### config.mk
export PLATFORM = sky130hd
export DESIGN_NAME = ccsds_123b2_selftest_scheduler
export DESIGN_NICKNAME = d
export VERILOG_FILES = /design/src/rtl/ccsds_123b2_selftest_scheduler.sv
export SDC_FILE = /design/constraint.sdc
export NUM_CORES = 1
export LEC_CHECK = 0
export BUFFER_PORTS_ARGS = -buffer_cell sky130_fd_sc_hd__clkbuf_2
export CAP_MARGIN = 0
export CORE_ASPECT_RATIO = 1.4
export CORE_MARGIN = 2
export CORE_UTILIZATION = 50
export CTS_CLUSTER_DIAMETER = 200
export DETAILED_ROUTE_END_ITERATION = 16
export PLACE_DENSITY = 0.82
export SLEW_MARGIN = 10
export SYNTH_ARGS = -nofsm -noshare
export SYNTH_HDL_FRONTEND = slang
export SYNTH_SLANG_ARGS = --single-unit
### constraint.sdc
create_clock -name clk -period 2.4 [get_ports clk]
set_input_delay 0.48 -clock clk [delete_from_list [all_inputs] [get_ports clk]]
set_output_delay 0.48 -clock clk [all_outputs]
set_load 0.005 [all_outputs]
### src/rtl/ccsds_123b2_selftest_scheduler.sv
// Shares one ccsds_123b2 core between the user stream and the selftest ROMs, handing it over only at image boundaries.
// Optional AUTO_SELFTEST_EN: raises a selftest request after AUTO_PERIOD idle cycles.
module ccsds_123b2_selftest_scheduler #(
    parameter int TEST_WORDS     = 61200,
    parameter int REF_WORDS      = 4881,
    parameter int TIMEOUT_CYCLES = 220000,
    parameter int AUTO_PERIOD    = 1000000
) (
    input  logic        clk,
    input  logic        rst,
    input  logic        test_req,
    input  logic [15:0] usr_in_d,
    input  logic        usr_in_valid,
    input  logic        usr_in_last,
    output logic        usr_in_ready,
    input  logic [15:0] tst_in_d,
    input  logic        tst_in_valid,
    output logic        tst_in_ready,
    output logic [15:0] core_in_d,
    output logic        core_in_valid,
    input  logic        core_in_ready,
    input  logic [63:0] core_out_data,
    input  logic        core_out_valid,
    input  logic        core_out_last,
    output logic        core_out_ready,
    output logic [63:0] usr_out_data,
    output logic        usr_out_valid,
    output logic        usr_out_last,
    input  logic        usr_out_ready,
    input  logic [63:0] ref_data,
    input  logic        ref_valid,
    output logic        ref_ready,
    output logic        busy,
    output logic        test_active,
    output logic        test_pass,
    output logic        test_fail,
    output logic        test_timeout,
    output logic [15:0] test_count
);
    // state      | meaning
    // IDLE       | core free; selftest request wins over a waiting user image
    // USER_RUN   | user samples stream into the core
    // USER_DRAIN | user input closed, waiting for core_out_last
    // TEST_RUN   | test ROM streams in, output checked against reference ROM
    // TEST_DRAIN | test input done, still checking until core_out_last
    // ERROR      | timed out; only rst leaves
    typedef enum logic [2:0] {IDLE, USER_RUN, USER_DRAIN, TEST_RUN, TEST_DRAIN, ERROR} state_t;

    localparam logic [31:0] TEST_LAST = 32'(TEST_WORDS - 1);
    localparam logic [31:0] REF_LAST  = 32'(REF_WORDS - 1);
    localparam logic [31:0] TMO_LAST  = 32'(TIMEOUT_CYCLES - 1);

    state_t      state, state_next;
    logic        pending, req_any, grant, publish, timeout_hit, auto_hit;
    logic        chk_xfer, fail_int, fail_now;
    logic [31:0] in_cnt, ref_cnt, tmo_cnt;

    assign usr_out_data = core_out_data;
    assign busy         = (state != IDLE);
    assign test_active  = (state == TEST_RUN) || (state == TEST_DRAIN);
    assign req_any      = pending | test_req;
    assign chk_xfer     = test_active & core_out_valid & ref_valid;
    assign timeout_hit  = test_active & (tmo_cnt == TMO_LAST);

    // Folds in the current transfer so the published result includes the final compare.
    assign fail_now = fail_int | (chk_xfer & ((core_out_data != ref_data) |
                      (core_out_last ? (ref_cnt != REF_LAST) : (ref_cnt == REF_LAST))));

`ifdef AUTO_SELFTEST_EN
    localparam logic [31:0] AUTO_LAST = 32'(AUTO_PERIOD - 1);
    logic [31:0] idle_cnt;

    assign auto_hit = (state == IDLE) && !pending && (idle_cnt == AUTO_LAST);

    always_ff @(posedge clk) begin
        if (rst || state != IDLE || pending) idle_cnt <= '0;
        else                                 idle_cnt <= idle_cnt + 32'd1;
    end
`else
    assign auto_hit = 1'b0;
`endif

    always_comb begin
        state_next     = state;
        grant          = 1'b0;
        publish        = 1'b0;
        usr_in_ready   = 1'b0;
        tst_in_ready   = 1'b0;
        core_in_d      = '0;
        core_in_valid  = 1'b0;
        core_out_ready = 1'b0;
        usr_out_valid  = 1'b0;
        usr_out_last   = 1'b0;
        ref_ready      = 1'b0;
        case (state)
            IDLE: begin
                if (req_any) begin
                    grant      = 1'b1;
                    state_next = TEST_RUN;
                end else if (usr_in_valid) begin
                    state_next = USER_RUN;
                end
            end
            USER_RUN, USER_DRAIN: begin
                core_out_ready = usr_out_ready;
                usr_out_valid  = core_out_valid;
                usr_out_last   = core_out_last;
                if (state == USER_RUN) begin
                    core_in_d     = usr_in_d;
                    core_in_valid = usr_in_valid;
                    usr_in_ready  = core_in_ready;
                    if (usr_in_valid && core_in_ready && usr_in_last) state_next = USER_DRAIN;
                end else if (core_out_valid && usr_out_ready && core_out_last) begin
                    state_next = IDLE;
                end
            end
            TEST_RUN, TEST_DRAIN: begin
                core_out_ready = ref_valid;
                ref_ready      = core_out_valid & ref_valid;
                if (state == TEST_RUN) begin
                    core_in_d     = tst_in_d;
                    core_in_valid = tst_in_valid;
                    tst_in_ready  = core_in_ready;
                    if (tst_in_valid && core_in_ready && in_cnt == TEST_LAST) state_next = TEST_DRAIN;
                end
                if (chk_xfer && core_out_last) begin
                    publish    = 1'b1;
                    state_next = IDLE;
                end
                if (timeout_hit) begin
                    publish    = 1'b0;
                    state_next = ERROR;
                end
            end
            default: ;
        endcase
    end

    always_ff @(posedge clk) begin
        if (rst) begin
            state        <= IDLE;
            pending      <= 1'b0;
            in_cnt       <= '0;
            ref_cnt      <= '0;
            tmo_cnt      <= '0;
            fail_int     <= 1'b0;
            test_pass    <= 1'b0;
            test_fail    <= 1'b0;
            test_timeout <= 1'b0;
            test_count   <= '0;
        end else begin
            state   <= state_next;
            pending <= (pending | test_req | auto_hit) & ~grant;
            if (grant) begin
                in_cnt       <= '0;
                ref_cnt      <= '0;
                tmo_cnt      <= '0;
                fail_int     <= 1'b0;
                test_pass    <= 1'b0;
                test_fail    <= 1'b0;
                test_timeout <= 1'b0;
            end else if (test_active) begin
                tmo_cnt <= tmo_cnt + 32'd1;
                if (tst_in_valid && tst_in_ready) in_cnt <= in_cnt + 32'd1;
                if (chk_xfer) begin
                    ref_cnt  <= ref_cnt + 32'd1;
                    fail_int <= fail_now;
                end
                if (timeout_hit) begin
                    test_timeout <= 1'b1;
                    test_fail    <= 1'b1;
                end else if (publish) begin
                    test_pass <= ~fail_now;
                    test_fail <= fail_now;
                    if (test_count != 16'hFFFF) test_count <= test_count + 16'd1;
                end
            end
        end
    end
endmodule

# Word-level counts from Yosys, hierarchy flattened
# Cells that the tools add are included.
# op_classes
n_addsub	4
n_mul	0
div_mod_pow	0
magnitude_cmp	0
eq_ne	15
n_shift	0
mux	32
bitwise_logic	12
n_reduce_logical	23
# ops
operator	n
32-bit by 1-bit adder with 32-bit output (second input constant)	3
64-bit inequality test	1
32-bit by 13-bit equality test with 1-bit output (second input constant)	1
32-bit by 16-bit equality test with 1-bit output (second input constant)	1
32-bit by 18-bit equality test with 1-bit output (second input constant)	1
16-bit 2-to-1 mux	2
32-bit by 13-bit inequality test with 1-bit output (second input constant)	1
16-bit case mux with 2 select lines	1
3-bit 2-to-1 mux	9
1-bit 2-to-1 mux	17
16-bit by 1-bit adder with 16-bit output (second input constant)	1
16-bit inequality test (second input constant)	1
3-bit inequality test (second input constant)	3
3-bit case mux with 3 select lines	1
1-bit logical AND	8
4-bit inequality test (second input constant)	2
2-bit AND reduction	4
1-bit AND	6
3-bit by 2-bit equality test with 1-bit output (second input constant)	2
6-bit AND reduction	1
3-bit nonzero test	2
2-bit OR reduction	3
5-bit AND reduction	1
1-bit case mux with 2 select lines	2
other kinds (8)	12
# word_totals
register_bits	120
latch_bits	0
ramBits	0
mem_bits_ro	0
input_bits	171
out_inout_bits	108
word_cells	96
mem_count	0

# Depth between registers and ports, before layout
# Gate-level depths: netlist of run 1.
# depth
depth_word	10
ltp_mapped	9
ltp_nobuf	8

# Least setup slack after synthesis of run 1
# Ideal clock, no wire load.
# synth_path
path_type	register to register
start	register tmo_cnt[19]
end	register test_count[5]
setup_time_ns	0.128
arrival_ns	1.997
required_time_ns	2.272
path_slack_ns	0.275
path_stages_with_launch	8
path_buffers	1
synth_period_minus_slack_ns	2.125
cell_sequence	dfxtp_1 or4_1 or4_4 o21a_1 buf_2 nand4_1 xor2_1 nor2_1
# synth_via
elab_chain_cells	5
word_cells_on_any_way	6
classes_between	eq/ne (1); mux (2); bitwise (2); reduce/logical (1)
# synth_lines
element	line	source
start: declaration	56	logic [31:0] in_cnt, ref_cnt, tmo_cnt;
start signal: assignment	163	tmo_cnt <= tmo_cnt + 32'd1;
32-bit by 18-bit equality test with 1-bit output *	63	assign timeout_hit = test_active & (tmo_cnt == TMO_LAST);
1-bit AND *	63	
1-bit 2-to-1 mux	130	if (timeout_hit) begin
1-bit 2-to-1 mux	95	case (state)
5-bit AND reduction (no source line) *	n/a	
end signal: assignment	175	if (test_count != 16'hFFFF) test_count <= test_count + 16'd1;
end: declaration	38	output logic [15:0] test_count
# Every way passes the cells marked *; elsewhere a longest branch is shown, timed or not.
# A chain may end at the register's enable or synchronous reset.

# Worst setup path after layout of run 1
# layout_path
start	register tmo_cnt[19]
end	register test_count[11]
# Same word-level chain as after synthesis.

==> results of run 1 <==
kinds of logic (layout without fill, tap and decap cells):
kind of cell | Yosys count | count (layout) | synth area share
AO/OA/AOI/OAI | 44 | 44 | 0.0459
buffers and inverters | 108 | 356 | 0.0943
XOR/XNOR | 167 | 167 | 0.204
AND/OR/NAND/NOR | 409 | 409 | 0.288
multiplexers | 17 | 17 | 0.0238
flip-flops | 120 | 120 | 0.335
adder cells (fa/ha/maj) | 5 | 5 | 0.00874
synthesized netlist by cell type (9+ instances only):
| master | count | area share |
|---|---|---|
| nand3_1 | 46 | 0.032 |
| or3_1 | 11 | 0.0096 |
| buf_4 | 65 | 0.068 |
| and4_1 | 12 | 0.015 |
| dfxtp_1 | 120 | 0.34 |
| and3_1 | 23 | 0.020 |
| a21oi_1 | 14 | 0.0098 |
| nor4_1 | 29 | 0.025 |
| nor3_1 | 18 | 0.013 |
| o21ai_0 | 9 | 0.0063 |
| xnor2_1 | 70 | 0.086 |
| clkbuf_1 | 19 | 0.010 |
| nand4_1 | 40 | 0.035 |
| nand2_1 | 54 | 0.028 |
| mux2i_1 | 17 | 0.024 |
| xor2_1 | 97 | 0.12 |
| nor2_1 | 147 | 0.077 |
| inv_1 | 17 | 0.0089 |
routing by layer:
layer	vias to the layer above	global-route usage
li1	3379	-
met1	3313	0.325
met2	397	0.543
met3	54	0.144
met4	0	0.112
met5	-	0
metrics by stage:
stage / utilization / setup WS (ns) / cells / TNS, ns / instance area, um^2
detailed placement: 0.602 / 0.180 / 1271 / 0 / 8410
floorplan: - / 0.275 / 870 / 0 / 7160
global placement: 0.602 / 0.182 / 1271 / 0 / 8410
CTS: 0.645 / 0.0786 / 1303 / 0 / 9010
global route: 0.645 / -0.00801 / 1303 / -0.0153 / 9020
finish: 0.645 / 0.0957 / 1303 / 0 / 9020
worst min path at each step:
stage / startpoint / end / cells after the start
CTS: rst / test_fail / 3
finish: rst / test_fail / 3
global route: rst / test_fail / 3
global placement: test_timeout / test_timeout / 2
detailed placement: test_timeout / test_timeout / 2
floorplan: test_timeout / test_timeout / 2
placed cells by master (no fill, tap or decap), types with 14 or more instances in the layout:
cell and n:
inv_1 17, clkbuf_16 17, nand4_1 40, mux2i_1 17, a21oi_1 14, nand2_1 54, buf_4 28, and3_1 23
nor3_1 18, nor4_1 29, dfxtp_1 120, clkbuf_2 278, xnor2_1 70, nand3_1 46, nor2_1 147, xor2_1 97
repair_timing:
action | 4_1_cts | 5_1_grt
hold buffers | 0 | 0
buffers inserted | 0 | 0
setup endpoints to repair | 0 | 5
gates resized for setup | 0 | 2
cell type report:
type                            instances  area (um^2)
Clock buffer                           19          453
Sequential cell                       120         2400
Multi-Input combinational cell        642         4100
Inverter                               17         63.8
Fill cell                            1195         4960
Timing Repair Buffer                  307         1620
Tap cell                              185          231
Clock inverter                         13          145
critical path: stages (launching register included):
cell and delay (ns):
dfxtp_1 0.34, or4_1 0.52, or4_4 0.57, o21ai_2 0.34, or4_1 0.23, xnor2_1 0.14, nor2_1 0.05
flip-flops by register name, summed over array words and instances, names as in the netlist, 3 cells and up:
name / cells
in_cnt: 32
ref_cnt: 32
state: 3
test_count: 16
tmo_cnt: 32
power groups by stage:
stage / Combinational (mW) / Clock (mW) / Sequential [mW]
after global placement: 1.75 / 0 / 2.11
after floorplan: 1.09 / 0 / 2.11
after global routing: 1.95 / 2.65 / 2.07
after detailed placement: 1.77 / 0 / 2.11
final: 1.79 / 2.56 / 2.07
after CTS: 1.78 / 2.57 / 2.07
==> impl_metrics.yaml, run 1 <==
floorplan:
  die_w_um: 105
  dieArea_um2: 15300
  row_count: 51
  io_pins: 279
  core_um2: 14000
  die_y_um: 146
  initial_core_util: 0.512
pwr:
  power.density_nw_per_um2: 712
  clockPowerShare: 0.398
  power_mw: 6.42
  leakage_nw: 3.79
  power_switching_mw: 2.06
  vdd_drop_max_uv: 581
  swShare: 0.322
  power_frac_seq: 0.322
  p_comb_frac: 0.279
  p_int_mw: 4.36
route:
  dr_wl_met2_um: 11900
  viasPerCell: 5.48
  wl_met3_um: 3160
  totalWireLength_um: 24300
  vias: 7143
  drcViolationCount: 0
  drt_iter0_markers: 409
  final_antenna_net_count: 0
  top_layer_used: "met4"
  route.detailed.wl_per_inst_um: 18.6
  wl_met1_um: 8540
  firstDrtPassIters: 5
timing:
  fin_skew_ns: 0.00829
  holdWs_ns: 0.423
  max_freq_mhz: 434
  finalCriticalPeriod_ns: 2.30
  setup_viol: 0
  relSlewSlack: 0.662
  slew_violations: 0
  period_share: 0.960
  hold_viol: 0
  rsz0062_at_grt: "true"
  worst-slew-pin-transition_ns: 0.503
cells_and_area:
  diodes: 0
  final_nets: 1281
  drive_above_1_share: 0.316
  area_delta_synth_final_pct: 25.9
clocking:
  insertion_delay_ns: 0.42
  cts.path.max_buffers: 2
  tritoncts.num_buffers: 17
  cts_num_sinks: 120
  cts_tree: "done"
  h-tree-depth: 4
  path_clk_slew_ns: 0.06
  cts-root-buf: "clkbuf_16"
critical_path:
  worst_r2r_path_depth: 6
  r2r_start: "tmo_cnt[19]"
  rrSetupSlack_ns: 0.1
  crit_path_start: "tmo_cnt[19]"
  cp_data_required_time_ns: 2.71
  crit_fanout: 9
  endpoint: "test_count[11]"
  end_kind: "flop"
  worst_setup_path_start_kind: "flop"
  worstSetupPathType: "flop to flop"
  arrival_ns: 2.61
  rr_endpoint: "test_count[11]"
global_route:
  grt_overflow_total: 0
  grt_max_degree: 52
  track_usage: 0.311
  antenna_found_initial: 0
  grt_pass1_wl_um: 36400
  grt_pass1_vias: 6908
synth:
  ys_seq_elements: 120
  yosys_warnings: 0
  ys_async_sr_fraction: 0
  synth_edf_count: 0
  syn_area_um2: 7160
  ys.flop_type: "dfxtp_1"
  netlist_instances: 870
  ys_types: 54
  syn_area_per_cell_um2: 8.23
  seq_area_frac_synth: 0.335
  syn-num-nets: 1046
worst_hold_path:
  hp-class: "input port to flop"
place:
  gp_congestion: 0.944
  hpwl_um: 19200
  io_buffers: 278
status:
  outcome: "complete, no violations"
flow_run:
  drv_cap: 0
No activity file was read; power rests on OpenSTA's default activity.
==> inputs of run 2 (changes only) <==
--- a/config.mk
+++ b/config.mk
@@ -7,7 +7,7 @@
 export LEC_CHECK = 0
 export BUFFER_PORTS_ARGS = -buffer_cell sky130_fd_sc_hd__clkbuf_2
 export CAP_MARGIN = 0
-export CORE_ASPECT_RATIO = 1.4
+export CORE_ASPECT_RATIO = 0.9
 export CORE_MARGIN = 2
 export CORE_UTILIZATION = 50
 export CTS_CLUSTER_DIAMETER = 200
==> constraint.sdc (replaced) <==
create_clock -name clk -period 2.6 [get_ports clk]
set_input_delay 0.52 -clock clk [delete_from_list [all_inputs] [get_ports clk]]
set_output_delay 0.52 -clock clk [all_outputs]
set_load 0.005 [all_outputs]
==> run 2 against run 1 <==
Effect of this change: worst hold slack gained 0.038 ns; flip-flop and latch count is the same; die area is essentially flat; critical path depth is the same; first-iteration DRC count grew 59%; count of clock-buffer cells in the layout shrank 2; clock skew grew 0.0046 ns; power shrank 8.9%; register-to-register slack gained 0.04 ns; sequential share of layout area grew 0.28 points.
==> impl_metrics.yaml, run 2 (synthesis gave the netlist of run 1 again) <==
flow_run:
  drv_cap: 0
timing:
  holdWs_ns: 0.461
  max_freq_mhz: 406
  slew_violations: 0
  hold_viol: 0
  rsz0062_at_grt: "false"
  setup_tns_ns: 0
  fin_ws_ns: 0.134
  setup_viol: 0
  worst-slew-pin-transition_ns: 0.631
  relSlewSlack: 0.578
  finalCriticalPeriod_ns: 2.47
  period_share: 0.948
  fin_skew_ns: 0.0129
clocking:
  tritoncts.num_buffers: 17
  cts_resized: 0
  cts.path.max_buffers: 2
  cts-root-buf: "clkbuf_16"
  h-tree-depth: 4
  path_clk_slew_ns: 0.06
  cts_tree: "done"
  insertion_delay_ns: 0.43
  cts_num_sinks: 120
cells_and_area:
  fillers: 1199
  final_common_cell: "clkbuf_2"
  final_core_utilization: 0.637
  final_cell_mix: "clkbuf_2, nor2_1, dfxtp_1"
  diodes: 0
  final_nets: 1270
  final_area_um2: 8920
  top_regs: "in_cnt x32, ref_cnt x32, tmo_cnt x32"
  drive_above_1_share: 0.307
  area_delta_synth_final_pct: 24.6
  final_cells: 1300
critical_path:
  worstSetupPathType: "flop to flop"
  rr_endpoint: "tmo_cnt[24]"
  rrSetupSlack_ns: 0.13
  arrival_ns: 2.81
  r2r_start: "state[0]"
  end_kind: "flop"
  worst_setup_path_start_kind: "flop"
  cp_data_required_time_ns: 2.94
  worst_r2r_path_depth: 6
  crit_fanout: 6
worst_hold_path:
  worstHoldStart: "test_req"
  hp-class: "input port to flop"
  timing.hold.worst_path_depth: 3
  min_to: "pending"
global_route:
  antenna_found_initial: 0
  track_usage: 0.293
  grt_pass1_wl_um: 33900
  grt_pass1_vias: 6398
  grt_overflow_total: 0
  grt_max_degree: 45
pwr:
  leakage_nw: 3.74
  power_switching_mw: 1.90
  power.density_nw_per_um2: 656
  p_comb_frac: 0.280
  swShare: 0.324
  p_int_mw: 3.95
  power_frac_seq: 0.327
  power_mw: 5.85
  vdd_drop_max_uv: 634
  clockPowerShare: 0.393
place:
  hpwl_um: 17700
  io_buffers: 278
  place_area_um2: 8330
  pre_cts_slack_ns: 0.0108
  dp.cells: 1266
  gp_congestion: 0.968
floorplan:
  core_um2: 14000
  row_count: 41
  die_w_um: 130
  die_y_um: 118
  dieArea_um2: 15300
  initial_core_util: 0.511
  io_pins: 279
route:
  route.detailed.wl_per_inst_um: 17.4
  firstDrtPassIters: 5
  viasPerCell: 5.30
  vias: 6889
  final_antenna_net_count: 0
  drt_iter0_markers: 650
  drcViolationCount: 0
  totalWireLength_um: 22600
status:
  outcome: "complete, no violations"
[run 2: cell count changes in the layout (fill, tap and decap cells not counted), moves of 2 or more]
cell,delta
clkinvlp_4,-3
buf_4,-11
clkinv_2,+3
clkinv_4,+4
inv_6,-2
clkbuf_8,-2
[run 2: worst max-delay path by stage]
stage | from | endpoint | slack (ns) | cells after the start
after global routing | state[2] | tmo_cnt[24] | 0.005 | 6
final | state[0] | tmo_cnt[24] | 0.13 | 6
after global placement | ref_data[27] | test_fail | 0.08 | 7
after floorplan | tmo_cnt[19] | test_count[5] | 0.48 | 7
after CTS | state[2] | ref_ready | 0.06 | 5
after detailed placement | ref_data[27] | test_fail | 0.01 | 7
[run 2: routing by layer]
| metal | GRT usage | vias to the layer above | routed length [um] |
|---|---|---|---|
| met4 | 0.149 | 0 | 1040 |
| met2 | 0.466 | 272 | 10400 |
| met3 | 0.102 | 58 | 2050 |
| met5 | 0 | - | 0 |
| met1 | 0.349 | 3187 | 9110 |
| li1 | - | 3372 | - |
[run 2: power groups by stage]
stage | registers (mW) | logic, mW | clock network, mW
global route | 1.92 | 1.78 | 2.41
finish | 1.91 | 1.64 | 2.30
floorplan | 1.94 | 1.00 | 0
detailed placement | 1.95 | 1.61 | 0
CTS | 1.91 | 1.63 | 2.32
global placement | 1.94 | 1.60 | 0
[run 2: critical path, stage by stage (launching register included)]
cell       delay, ns
dfxtp_1         0.32
or3b_1          0.52
buf_4           0.22
a2111oi_4       0.52
nand3_1         0.27
or3_1           0.36
a21oi_1         0.18
[run 2: repair_timing]
item                                    CTS  global route
endpoints found under the setup margin    0             3
hold buffers                              0             0
buffers inserted                          0             2
[run 2: cell type report]
cell class | count | area (um^2) | area share
Multi-Input combinational cell | 642 | 4100 | 0.459
Sequential cell | 120 | 2400 | 0.269
Timing Repair Buffer | 296 | 1540 | 0.172
Clock buffer | 17 | 425 | 0.0477
Tap cell | 193 | 241 | 0.0271
Clock inverter | 15 | 155 | 0.0174
Inverter | 17 | 63.8 | 0.00715
